$ cat src/rtl/du_pkg.sv
// Shared definitions for the distribution unit and its request arbiter.
// State encoding and word widths are common to both sides of the DU interface.
package du_pkg;

  localparam int DU_DATA_W = 256;
  localparam int DU_RS1_W  = 32;

  typedef enum logic [1:0] {
    IDLE  = 2'd0,
    ISSUE = 2'd1,
    WAIT  = 2'd2,
    RESP  = 2'd3
  } du_state_e;

endpackage

$ cat src/rtl/du_rr_picker.sv
// Combinational round-robin select: first requester at or above rr_ptr, wrapping.
module du_rr_picker #(
  parameter int NUM_REQ = 2,
  parameter int PTR_W   = $clog2(NUM_REQ)
) (
  input  logic [NUM_REQ-1:0] req,
  input  logic [PTR_W-1:0]   rr_ptr,
  output logic               any,
  output logic [PTR_W-1:0]   gnt_id
);

  // Scan from the farthest offset down so the nearest set bit is written last.
  always_comb begin
    int w_idx;
    w_idx  = 0;
    any    = 1'b0;
    gnt_id = '0;
    for (int i = NUM_REQ - 1; i >= 0; i--) begin
      w_idx = int'(rr_ptr) + i;
      if (w_idx >= NUM_REQ) w_idx = w_idx - NUM_REQ;
      if (req[PTR_W'(w_idx)]) begin
        any    = 1'b1;
        gnt_id = PTR_W'(w_idx);
      end
    end
  end

endmodule

$ cat src/rtl/du_arbiter.sv
// Round-robin arbiter/sequencer sharing one distribution unit between requesters,
// with a bounded wait for DU completion and per-requester stall generation.
module du_arbiter
  import du_pkg::*;
#(
  parameter int NUM_REQ = 2,
  parameter int DATA_W  = DU_DATA_W,
  parameter int TIMEOUT = 255
) (
  input  logic                       clk,
  input  logic                       rst_n,
  input  logic [NUM_REQ-1:0]         req,
  input  logic [DU_RS1_W*NUM_REQ-1:0] req_rs1,
  output logic [NUM_REQ-1:0]         stall,
  output logic [NUM_REQ-1:0]         ack,
  output logic [NUM_REQ-1:0]         err,
  output logic [DATA_W-1:0]          result,
  output logic                       busy,
  output logic                       du_start,
  output logic [DU_RS1_W-1:0]        du_rs1,
  input  logic                       du_done,
  input  logic [DATA_W-1:0]          du_result
);

  localparam int PTR_W = $clog2(NUM_REQ);
  localparam int CNT_W = $clog2(TIMEOUT + 1);

  du_state_e              r_state;
  du_state_e              w_state_next;
  logic [PTR_W-1:0]       r_rr_ptr;
  logic [PTR_W-1:0]       r_gnt_id;
  logic [CNT_W-1:0]       r_cnt;
  logic [NUM_REQ-1:0]     r_ack;
  logic [NUM_REQ-1:0]     r_err;
  logic [DATA_W-1:0]      r_result;
  logic                   r_du_start;
  logic [DU_RS1_W-1:0]    r_du_rs1;
  logic                   w_any;
  logic [PTR_W-1:0]       w_gnt_id;
  logic [DU_RS1_W-1:0]    w_sel_rs1;
  logic [NUM_REQ-1:0]     w_gnt_onehot;
  logic                   w_wait_end;

  du_rr_picker #(
    .NUM_REQ (NUM_REQ),
    .PTR_W   (PTR_W)
  ) u_picker (
    .req    (req),
    .rr_ptr (r_rr_ptr),
    .any    (w_any),
    .gnt_id (w_gnt_id)
  );

  always_comb begin
    w_sel_rs1 = '0;
    for (int i = 0; i < NUM_REQ; i++) begin
      if (w_gnt_id == PTR_W'(i)) w_sel_rs1 = req_rs1[DU_RS1_W*i +: DU_RS1_W];
    end
  end

  always_comb begin
    w_gnt_onehot           = '0;
    w_gnt_onehot[r_gnt_id] = 1'b1;
  end

  assign w_wait_end = du_done || (r_cnt == '0);

  always_ff @(posedge clk or negedge rst_n) begin
    if (!rst_n) r_state <= IDLE;
    else        r_state <= w_state_next;
  end

  always_comb begin
    w_state_next = r_state;
    case (r_state)
      IDLE:    if (w_any) w_state_next = ISSUE;
      ISSUE:   w_state_next = WAIT;
      WAIT:    if (w_wait_end) w_state_next = RESP;
      RESP:    w_state_next = IDLE;
      default: w_state_next = IDLE;
    endcase
  end

  // Pulses (start/ack/err) are produced on the edge entering the state that owns them.
  always_ff @(posedge clk or negedge rst_n) begin
    if (!rst_n) begin
      r_rr_ptr   <= '0;
      r_gnt_id   <= '0;
      r_cnt      <= '0;
      r_ack      <= '0;
      r_err      <= '0;
      r_result   <= '0;
      r_du_start <= 1'b0;
      r_du_rs1   <= '0;
    end else begin
      r_du_start <= 1'b0;
      r_ack      <= '0;
      r_err      <= '0;
      case (r_state)
        IDLE: begin
          if (w_any) begin
            r_gnt_id   <= w_gnt_id;
            r_du_rs1   <= w_sel_rs1;
            r_du_start <= 1'b1;
          end
        end
        ISSUE: r_cnt <= CNT_W'(TIMEOUT);
        WAIT: begin
          if (du_done) begin
            r_result <= du_result;
            r_ack    <= w_gnt_onehot;
          end else if (r_cnt == '0) begin
            r_result <= '0;
            r_ack    <= w_gnt_onehot;
            r_err    <= w_gnt_onehot;
          end else begin
            r_cnt <= r_cnt - CNT_W'(1);
          end
        end
        RESP: r_rr_ptr <= (r_gnt_id == PTR_W'(NUM_REQ - 1)) ? '0 : r_gnt_id + PTR_W'(1);
        default: ;
      endcase
    end
  end

  assign stall    = req & ~r_ack;
  assign ack      = r_ack;
  assign err      = r_err;
  assign result   = r_result;
  assign busy     = (r_state != IDLE);
  assign du_start = r_du_start;
  assign du_rs1   = r_du_rs1;

endmodule

$ cat config.mk
export PLATFORM = sky130hd
export DESIGN_NAME = du_arbiter
export DESIGN_NICKNAME = d
export VERILOG_FILES = /design/src/rtl/du_pkg.sv /design/src/rtl/du_rr_picker.sv /design/src/rtl/du_arbiter.sv
export SDC_FILE = /design/constraint.sdc
export NUM_CORES = 1
export LEC_CHECK = 0
export ABC_AREA = 1
export CORE_AREA = 2 2 245 247
export DETAILED_ROUTE_END_ITERATION = 16
export DIE_AREA = 0 0 247 249
export SLEW_MARGIN = 20
export SYNTH_ARGS = -nofsm -noshare
export SYNTH_HDL_FRONTEND = slang
export SYNTH_SLANG_ARGS = --single-unit
$ cat constraint.sdc
create_clock -name clk -period 4.75 [get_ports clk]
set_clock_uncertainty 0.05 [all_clocks]
set_input_delay 0.7125 -clock clk [delete_from_list [all_inputs] [get_ports clk]]
set_output_delay 0.7125 -clock clk [all_outputs]
set_load 0.05 [all_outputs]
### After elaboration in Yosys (flattened, before gate mapping)

Index checks and enable logic that the tools add are counted.

* register bits: 305
* input port bits: 325
* word-level logic and storage cells: 69

* equality and inequality tests: 7
* $lt $le $gt $ge: 6
* multiplexer cells: 29
* reduce and logical (&&, ||, !) cells: 11
* bitwise logic cells: 2
* $add $sub $neg: 5

Operator list (count)
* $mux 256: 2
* $mux 32: 1
* $mux 8: 2
* $pmux 8 s2: 1
* $mux 1: 14
* $mux 2: 7
* $logic_not 8->1: 1
* $pmux 2 s4: 1
* $sub 8x1->8 const B: 1
* $lt 1x3->1 const B: 2
* $ne 2x2->1 const B: 3
* $reduce_and 2->1: 3
* $reduce_bool 2->1: 3
* $eq 2x2->1 const B: 2
* $reduce_and 3->1: 1
* $add 1x1->2 const B: 1
* $and 2x2->2: 1
* $eq 2x1->1 const B: 1
* $ge 1x2->1 const B: 1
* $ge 2x2->1 const B: 1
* $logic_not 2->1: 1
* $lt 1x2->1 const B: 1
* $ne 2x1->1 const B: 1
* $not 2->2: 1
* 6 further kinds: 7

### Longest topological paths before layout

* depth in word-level cells: 10
* gate-level depth with buffers: 10
* mapped depth without buffers: 8

### Modules after synthesis

A second synthesis with hierarchy kept.

* cell total of the unflattened synthesis: 1382
* area, all modules: 11974.0 um2

By module, submodules not included
* du_arbiter: times used 1, cells each 1379, area each 11959.0 um2
* du_rr_picker: times used 1, cells each 3, area each 15.0 um2

### Least setup slack after synthesis

No wires, ideal clock.

* path type: input port to output port
* start: input req[0]
* end: output stall[0]
* buffers on the path: 1
* arrival: 1554 ps
* stages: 3
* path slack: 2433 ps
* cells stage by stage: buf_2 inv_1 nor2_1

* word-level cells in the longest chain between the ends: 1

Ends and longest elaborated chain
* start, declared: line du_arbiter.sv:12 `input logic [NUM_REQ-1:0] req,`
* $and 2x2->2: line du_arbiter.sv:126 `assign stall = req & ~r_ack;`
* end, declared: line du_arbiter.sv:14 `output logic [NUM_REQ-1:0] stall,`

No other way between the ends.

### Worst setup path after layout

* start: register r_state[0]
* end: output busy

* word-level cells in the longest chain between the ends: 1

Ends and longest elaborated chain
* start, declared: line du_arbiter.sv:28 `du_state_e r_state;`
* start signal, assigned: line du_arbiter.sv:70 `else r_state <= w_state_next;`
* $reduce_bool 2->1: line du_arbiter.sv:130 `assign busy = (r_state != IDLE);`
* end, declared: line du_arbiter.sv:18 `output logic busy,`

No other way between the ends.

==> run summary <==
Final Hold Vio Count -> 0
Pin count of the biggest net entering global routing -> 132
Post-Route Setup TNS -> 0 ns
H-Tree Depth -> 2
Root Driver -> clkbuf_16
Ys Warns -> 0
CP max-delay cell -> clkdlybuf4s50_1
Diodes inserted -> 0
Layout fillers -> 5,940
CTS Hold Bufs -> 0
Power Density -> 799.5 nW/um^2
Clk buf depth -> 3
Wire per inst -> 16.80 um
Post-synth top area share -> 60.58%
Fmax -> 0.3330 GHz
Reg2reg start -> r_state[0]
HPWL after DPL -> 32,720 um
GRT Overall Usage -> 14.61%
Slew @ Worst Pin -> 0.9384 ns
EDFF count, synth -> 0
Distinct cells, synth -> 21
CTS tree -> yes
Die ar. -> 61,500 um^2
Final Slew Violations -> 0
Min-delay worst type -> input pin to async pin
Seq cells post-synth -> 305
GP Congestion -> 0.8606
R2R depth -> 7
Worst path cell trace -> inv_1, ha_1, inv_1, clkdlybuf4s50_1
Reg2reg setup slack -> 2.06 ns
Leading area contributor after synthesis -> dfrtp_1
Top cell by count, worst path -> inv_1
RSZ-0062 raised after global routing -> no
Chip Width -> 247 um
Ports -> 621
Drt pass-1 iters -> 5
Shortest period the worst path allows -> 3.003 ns
Worst-Skew Late Latency -> 0.55 ns
Max-slew headroom -> 37.37%
Commonest non-fill, non-tap cell in the layout -> clkdlybuf4s50_1
Area of placed instances -> 19,400 um^2
Static Leak -> 9.565 nW
Site Rows -> 89
First-pass GRT wire length -> 71,410 um
Core area -> 58,690 um^2
Crit end category -> output pin
Status -> finished clean
Area occupied by multi-input gates -> 4295 um^2
Ratio of cells with drive above 1 in the final layout -> 4.527%
Mapped Area -> 12,600 um^2
Share of the yosys chip area belonging to registers -> 60.58%
Fin crit share -> 63.22%
Crit path kind -> flip-flop to output pin
Wirelength, routed -> 46,740 um
Ys async rst share -> 100.0%
CTS Buf Count -> 38
WP data arrival -> 2.24 ns
Worst Path Required -> 3.99 ns
CTS Sinks -> 305
Grt total ovfl -> 0
Crit path largest cell delay -> 0.80 ns
Initial antenna violation count -> 0
Ratio of routed vias to standard cells -> 4.369
Most frequent cells in the layout -> clkdlybuf4s50_1 (619), nand2_1 (576), dfrtp_1 (305)
Resize count post-CTS -> 0
Vias in the first global route -> 12,480
Die height -> 249 um
Routed Antenna Nets -> 0
Syn_area_per_cell -> 8.949 um^2
Sequential cell area -> 7632 um^2
Gate count of the mapped netlist -> 1,408
Crit-path max FO -> 4
Worst R2R End -> result[90]
Initial Utilization -> 21.47%
Fin area -> 20,620 um^2
Clk slew on worst S/H paths -> 0.06 ns
NumNets Final -> 2,316
Area Overhead vs Synth -> 63.64%
1st-iter DRT viols -> 580
Main synth FF type -> dfrtp_1
Max_cap viols -> 0
Final setup fails -> 0
Startpoint types -> flip-flop
Worst vdd ir -> 457.7 uV
# port buffers -> 620
Non-filler cells in the finished layout -> 2,783
Setup Buffers After CTS -> 0
Synth top area cells -> dfrtp_1 (61%), nand2_1 (17%), nand3_1 (11%), o21ai_0 (2.6%), buf_6 (2.1%)
Routed vias -> 12,160
Placed cell count -> 2,717
Post-Syn Nets -> 1,740
Drt drc -> 0
[final cells by class]
cell class	count	area share (%)
clock inverter	8	0.2427
clock buffer	58	5.674
multi-input combinational	982	20.83
inverter	18	0.3641
sequential	305	37.02
timing repair buffer	639	31.18
tap	773	4.691
[synth_stat cells (3+ instances only)]
| master | instances |
|---|---|
| nand2_1 | 577 |
| dfrtp_1 | 305 |
| nand3_1 | 273 |
| o21ai_0 | 65 |
| buf_2 | 49 |
| a21oi_1 | 34 |
| buf_6 | 23 |
| clkbuf_1 | 19 |
| inv_1 | 18 |
| buf_1 | 12 |
| nor2_1 | 8 |
| ha_1 | 7 |
| o21ai_2 | 5 |
| o21ai_1 | 3 |
[routing by layer]
layer  track usage, %  wire (um)  vias up
li1                 -          -     5690
met1            17.09      18090     5878
met2            24.91      23000      490
met3            4.137       3928      101
met4            6.059       1727        0
met5                0          0        -
[cell families (layout without fill, tap and decap cells)]
family                     after synthesis  count (layout)  synth area share, %
AOI/OAI and AO/OA                      107             107                4.399
adders and majority gates                7               7               0.6951
buffers and inverters                  121             723                5.462
DFF                                    305             305                60.58
and+or+nand+nor                        868             868                28.87
[flip-flops by register name (all words and copies together), names as in the netlist]
register  count
r_cnt         8
ack           2
result      256
du_rs1       32
r_rr_ptr      1
du_start      1
err           2
r_state       2
r_gnt_id      1
[worst max-delay path: cells and delay by family (launching register included)]
family | cells | cell delay (ns)
DFF | 1 | 0.40
buffers and inverters | 3 | 0.99
adders and majority gates | 1 | 0.30
[worst max-delay path by stage]
stage                     cells after the start  slack, ns        from     endpoint
after floorplan                               3       2.43      req[0]     stall[0]
after global placement                        4       1.80      req[0]     stall[0]
after detailed placement                      6       1.79     du_done  result[252]
after CTS                                     4       1.70  r_state[0]         busy
after global routing                          4       1.65  r_state[0]         busy
final                                         4       1.75  r_state[0]         busy
[where the power goes]
part           internal, mW  switching, mW
combinational          2.89           6.24
sequential             3.80          0.718
clock                  1.70           1.14
total                  8.38           8.10
[stage by stage]
stage	setup WS, ns	total power, mW	hold slack [ns]	utilization [%]
6_report	1.747	16.48	0.1650	35.13
5_1_grt	1.646	17.37	0.2549	35.13
4_1_cts	1.702	16.69	0.2075	35.13
3_5_place_dp	1.787	13.75	0.3957	33.06
3_3_place_gp	1.801	13.62	0.4019	33.06
2_1_floorplan	2.433	10.27	0.3669	-
Note: power is estimated with default switching activity, not from simulation.
==> RTL change 1, RTL diff (same settings) <==
Reset style: synchronous (`rst_n`), changed in 2 clocked blocks.
--- a/src/rtl/du_arbiter.sv
+++ b/src/rtl/du_arbiter.sv
@@ -65,7 +65,7 @@
 
   assign w_wait_end = du_done || (r_cnt == '0);
 
-  always_ff @(posedge clk or negedge rst_n) begin
+  always_ff @(posedge clk) begin
     if (!rst_n) r_state <= IDLE;
     else        r_state <= w_state_next;
   end
@@ -82,7 +82,7 @@
   end
 
   // Pulses (start/ack/err) are produced on the edge entering the state that owns them.
-  always_ff @(posedge clk or negedge rst_n) begin
+  always_ff @(posedge clk) begin
     if (!rst_n) begin
       r_rr_ptr   <= '0;
       r_gnt_id   <= '0;
Behaviour: differs if rst_n is asserted again (counterexample within 4 cycles, from zero or initial values and one cycle with rst_n low); with rst_n held inactive, the same outputs for 4 cycles.
==> RTL change 1 against the unedited design <==
Worst setup slack better by 33 ps. Routed wire length decreased by 11%. Design area is 7.7% lower. Sequential cell count is the same. Global-route usage fell by 2.0 points. Maximum frequency grew 1.1%. Synthesized area decreased by 12%.
Power is not compared: it rests on default switching activity, and its combinational part moved more than twofold at a synthesized area within 25%.
==> RTL change 1: results (changes against the unedited design) <==
outcome:
  outcome: "finished, final reports clean"
critical_path:
  cp_max_fo: 4  # unchanged
  reg2regPathDepth: 7  # unchanged
  r2r_start: "r_state[0]"
  r2r-end: "result[184]"
  ff2ff_setup_slack_ps: 1870  # -190 ps
  arrival_ps: 2210  # -30 ps
clocking:
  cts_buffers: 36  # -5.3%
  clock_latency_ps: 530  # -20 ps
  clkTransAtPathRegs_ps: 60  # about the same
  post_cts_buffers: 0  # unchanged
  clk_path_buf_depth: 3  # unchanged
  h-tree-depth: 2  # unchanged
  cts_resized: 0  # unchanged
  cts-root-buf: "clkbuf_16"
drt:
  firstDrtPassIters: 5  # unchanged
  first_iter_violations: 566  # -2.4%
  routedWlPerCell_um: 14.8  # -12%
  met1Wirelength_mm: 16.5  # -9.0%
  top_layer_used: "met5"
  met3WireLength_mm: 3.33  # -15%
  num_vias: 11500  # -5.2%
  drc: 0  # unchanged
  met2_length_mm: 20.4  # -12%
synthesis:
  synth_cell_types: 21  # unchanged
  yosysSeqAreaShare: 0.552  # -0.0537
  synthTopCellsByCount: "nand2_1, dfxtp_1, a21oi_1, clkbuf_1, nor3_1"
  yosysWarnings: 0  # unchanged
  syn_nets: 1760  # +1.1%
  synthArstFlopShare: 0  # -1.00
  ys.flop_type: "dfxtp_1"
  synth_area_leaders: "dfxtp_1, nand2_1, a21oi_1, nor3_1, clkbuf_1"
power:
  swShare: 0.386
  cellLeakagePower_nw: 6.49
  ir_drop_mv: 0.233
min_path:
  worstHoldEndpoint: "result[37]"
  hold_path.class: "reg -> reg"
  hold_start: "result[37]"
  hold_path_depth: 2
grt:
  grt_pass1_vias: 11300  # -9.4%
  grt_usage: 0.126  # -0.0197
  antenna_found_initial: 2  # +2
  grt_first_pass_wirelength_mm: 62.2  # -13%
  grt_max_degree: 124  # -6.1%
finish:
  layout.nets: 2329  # +0.56%
  fillers: 6052  # +1.9%
  largest_reg_flops: 256  # unchanged
  antenna_cells: 0  # unchanged
  layout-drive-gt1-share: 0.0376  # -0.00763
place:
  placed_cell_area_um2: 17900  # -7.9%
  dp_hpwl_mm: 28.8  # -12%
  gp_congestion: 0.794  # -7.7%
  port-buffer-count: 620  # unchanged
timing:
  holdWs_ps: 408  # +243 ps
  relSlewSlack: 0.318  # -0.0557
## RTL change 1: cell count changes after synthesis, moves of 22 or more
cell,change
nand2_1,-34
nand3_1,-253
o21ai_0,-28
clkbuf_1,+45
buf_4,+22
buf_2,-39
a21oi_1,+235
dfrtp_1,-305
nor2_1,+35
nor3_1,+60
dfxtp_1,+305
## RTL change 1: cell families after synthesis
| family | Yosys count | synth area share |
|---|---|---|
| AOI/OAI and AO/OA | 307 | 0.139 |
| adders and majority gates | 7 | 0.00792 |
| buffers and inverters | 131 | 0.0585 |
| DFF | 305 | 0.552 |
| and+or+nand+nor | 678 | 0.243 |
## RTL change 1: cell type report
| type | instances | area (um2) | area share |
|---|---|---|---|
| Timing Repair Buffer | 634 | 6360 | 0.334 |
| Sequential cell | 305 | 6110 | 0.321 |
| Multi-Input combinational cell | 992 | 4320 | 0.227 |
| Clock buffer | 50 | 1010 | 0.0533 |
| Tap cell | 773 | 967 | 0.0508 |
| Clock inverter | 10 | 158 | 0.00828 |
| Inverter | 28 | 118 | 0.00618 |
## RTL change 1: worst max path at each step
stage / startpoint / to / cells past startpoint
after floorplan: req[0] / stall[0] / 2
after global placement: req[0] / stall[0] / 4
after detailed placement: du_done / result[176] / 6
after CTS: r_state[1] / busy / 4
after global routing: r_state[0] / result[175] / 7
final: r_state[0] / busy / 4
## RTL change 1: stage by stage
| stage | setup WS [ps] | cells |
|---|---|---|
| 2_1_floorplan | 2600 | 1428 |
| 3_3_place_gp | 1780 | 2732 |
| 3_5_place_dp | 1750 | 2732 |
| 4_1_cts | 1750 | 2792 |
| 5_1_grt | 1590 | 2792 |
| 6_report | 1780 | 2792 |
## RTL change 1: power groups by stage
stage | combinational [mW] | clock (mW) | sequential, mW
2_1_floorplan | 1.23 | 0 | 4.33
3_3_place_gp | 3.57 | 0 | 3.19
3_5_place_dp | 3.61 | 0 | 3.20
4_1_cts | 3.62 | 2.90 | 3.15
5_1_grt | 3.84 | 3.00 | 3.20
6_report | 3.59 | 2.79 | 3.15
## RTL change 1: per-layer routing
layer | track usage | vias to the layer above
met5 | 0 | -
met4 | 0.0451 | 4
met3 | 0.0374 | 69
met2 | 0.225 | 432
met1 | 0.141 | 5283
li1 | - | 5744
## RTL change 1: critical path, stage by stage (launching register included)
cell and delay, ps:
dfxtp_1 350, inv_1 100, ha_1 260, inv_1 130, clkdlybuf4s50_1 830
==> RTL change 2, RTL diff (same settings) <==
Made on the original files. `NUM_REQ` is set to 2 in 2 places; all go to 4.
--- a/src/rtl/du_rr_picker.sv
+++ b/src/rtl/du_rr_picker.sv
@@ -1,6 +1,6 @@
 // Combinational round-robin select: first requester at or above rr_ptr, wrapping.
 module du_rr_picker #(
-  parameter int NUM_REQ = 2,
+  parameter int NUM_REQ = 4,
   parameter int PTR_W   = $clog2(NUM_REQ)
 ) (
   input  logic [NUM_REQ-1:0] req,
--- a/src/rtl/du_arbiter.sv
+++ b/src/rtl/du_arbiter.sv
@@ -3,7 +3,7 @@
 module du_arbiter
   import du_pkg::*;
 #(
-  parameter int NUM_REQ = 2,
+  parameter int NUM_REQ = 4,
   parameter int DATA_W  = DU_DATA_W,
   parameter int TIMEOUT = 255
 ) (
Interface: changed (5 resized); port bits go from 621 to 693. No check against the original RTL was run, so the function may have changed too.
==> RTL change 2 against the unedited design <==
Sequential cell count grew 6. Cell count up 11%. Via count increased by 14%. Sequential share of layout area fell by 2.4 points. Routed wire length is 26% higher. Design area up 9.0%. Power rose by 12%. Synthesized area is 8.4% higher. Sequential power grew 1%. Worst setup slack improved by 30 ps. Non-clock buffer count up 66. Largest power group unchanged.
==> RTL change 2: results (changes against the unedited design) <==
drt:
  met2_length_mm: 29.5  # +28%
  met1Wirelength_mm: 21.5  # +19%
  firstDrtPassIters: 5  # unchanged
  first_iter_violations: 644  # +11%
  routedWlPerCell_um: 19.1  # +14%
  met3WireLength_mm: 5.41  # +38%
  viasPerCell: 4.48  # +2.7%
  top_layer_used: "met5"
grt:
  grt_max_degree: 153  # +16%
  grt_usage: 0.186  # +0.0401
  use_met3: 0.0665  # +0.0251
  grt_use_met1: 0.197  # +0.0262
  grt.busiest_layer: "met2"
  gr-usage-met2: 0.332  # +0.0831
  antenna_found_initial: 14  # +14
  grt_first_pass_wirelength_mm: 88.1  # +23%
  grt_pass1_vias: 14300  # +15%
critical_path:
  arrival_ps: 2210  # -30 ps
  r2r_start: "r_rr_ptr[0]"
  slowest_delay_ps: 880  # +80 ps
  reg2regPathDepth: 14  # +7
  cp_slowest_cell: "clkdlybuf4s50_1"
  crit_start: "r_state[0]"
  r2r-end: "du_rs1[30]"
synthesis:
  synth_cell_types: 26  # +24%
  ys.flop_type: "dfrtp_1"
  synth_area_leaders: "dfrtp_1, nand2_1, nand3_1, inv_1, clkbuf_1"
  syn_nets: 2061  # +18%
  synth_compound_area_frac: 0.0277  # -0.0163
  synthTopCellsByCount: "nand2_1, nand3_1, dfrtp_1, inv_1, clkbuf_1"
  synth_mux_area_frac: 0  # unchanged
  yosysSeqAreaShare: 0.570  # -0.0358
  synthCells: 1660  # +18%
  synthAdderAreaFrac: 0.00916  # +0.00221
finish:
  layout-drive-gt1-share: 0.0393  # -0.00598
  layout.nets: 2692  # +16%
  fin_cells: 3094  # +11%
  fillers: 5875  # -1.1%
clocking:
  post_cts_buffers: 0  # unchanged
  cts-root-buf: "clkbuf_16"
  cts_buffers: 38  # unchanged
  clock_latency_ps: 530  # -20 ps
  cts_resized: 0  # unchanged
power:
  ir_drop_mv: 0.415  # -9.3%
  p_sw_mw: 9.55  # +18%
  cellLeakagePower_nw: 10.8  # +13%
timing:
  tightest_slew_ps: 973  # +34.7 ps
  setup_ws_ps: 1780  # +30.1 ps
  holdWs_ps: 150  # -15.4 ps
outcome:
  outcome: "finished, final reports clean"
place:
  gp_congestion: 0.908  # +5.5%
  post-place-ws_ps: 1310  # -474 ps
  placed_cell_area_um2: 21200  # +9.3%
  dp_cells: 3024  # +11%
  port-buffer-count: 692  # +12%
  dp_hpwl_mm: 44.1  # +35%
[RTL change 2: power by group through the flow]
stage                     registers, mW  clock network [mW]  logic [mW]
after global routing               4.73                3.18        11.7
after CTS                          4.57                3.08        11.1
after floorplan                    8.50                   0        3.23
after global placement             4.55                   0        11.0
final                              4.57                2.95        11.0
after detailed placement           4.58                   0        11.1
[RTL change 2: kinds of logic (layout without fill, tap and decap cells)]
logic type                 Yosys count  count (layout)
other                                0               5
adders and majority gates           10              10
and+or+nand+nor                   1077            1077
buffers and inverters              191             847
DFF                                311             311
AOI/OAI and AO/OA                   71              71
[RTL change 2: layout make-up]
class | instances | area [um2] | share of cell area
antenna | 5 | 12.5 | 0.000557
clock buffer | 51 | 1060 | 0.0472
clock inverter | 14 | 189 | 0.00841
inverter | 77 | 299 | 0.0133
multi-input combinational | 1158 | 5070 | 0.226
sequential | 311 | 7780 | 0.346
tap | 773 | 967 | 0.0430
timing repair buffer | 705 | 7080 | 0.315
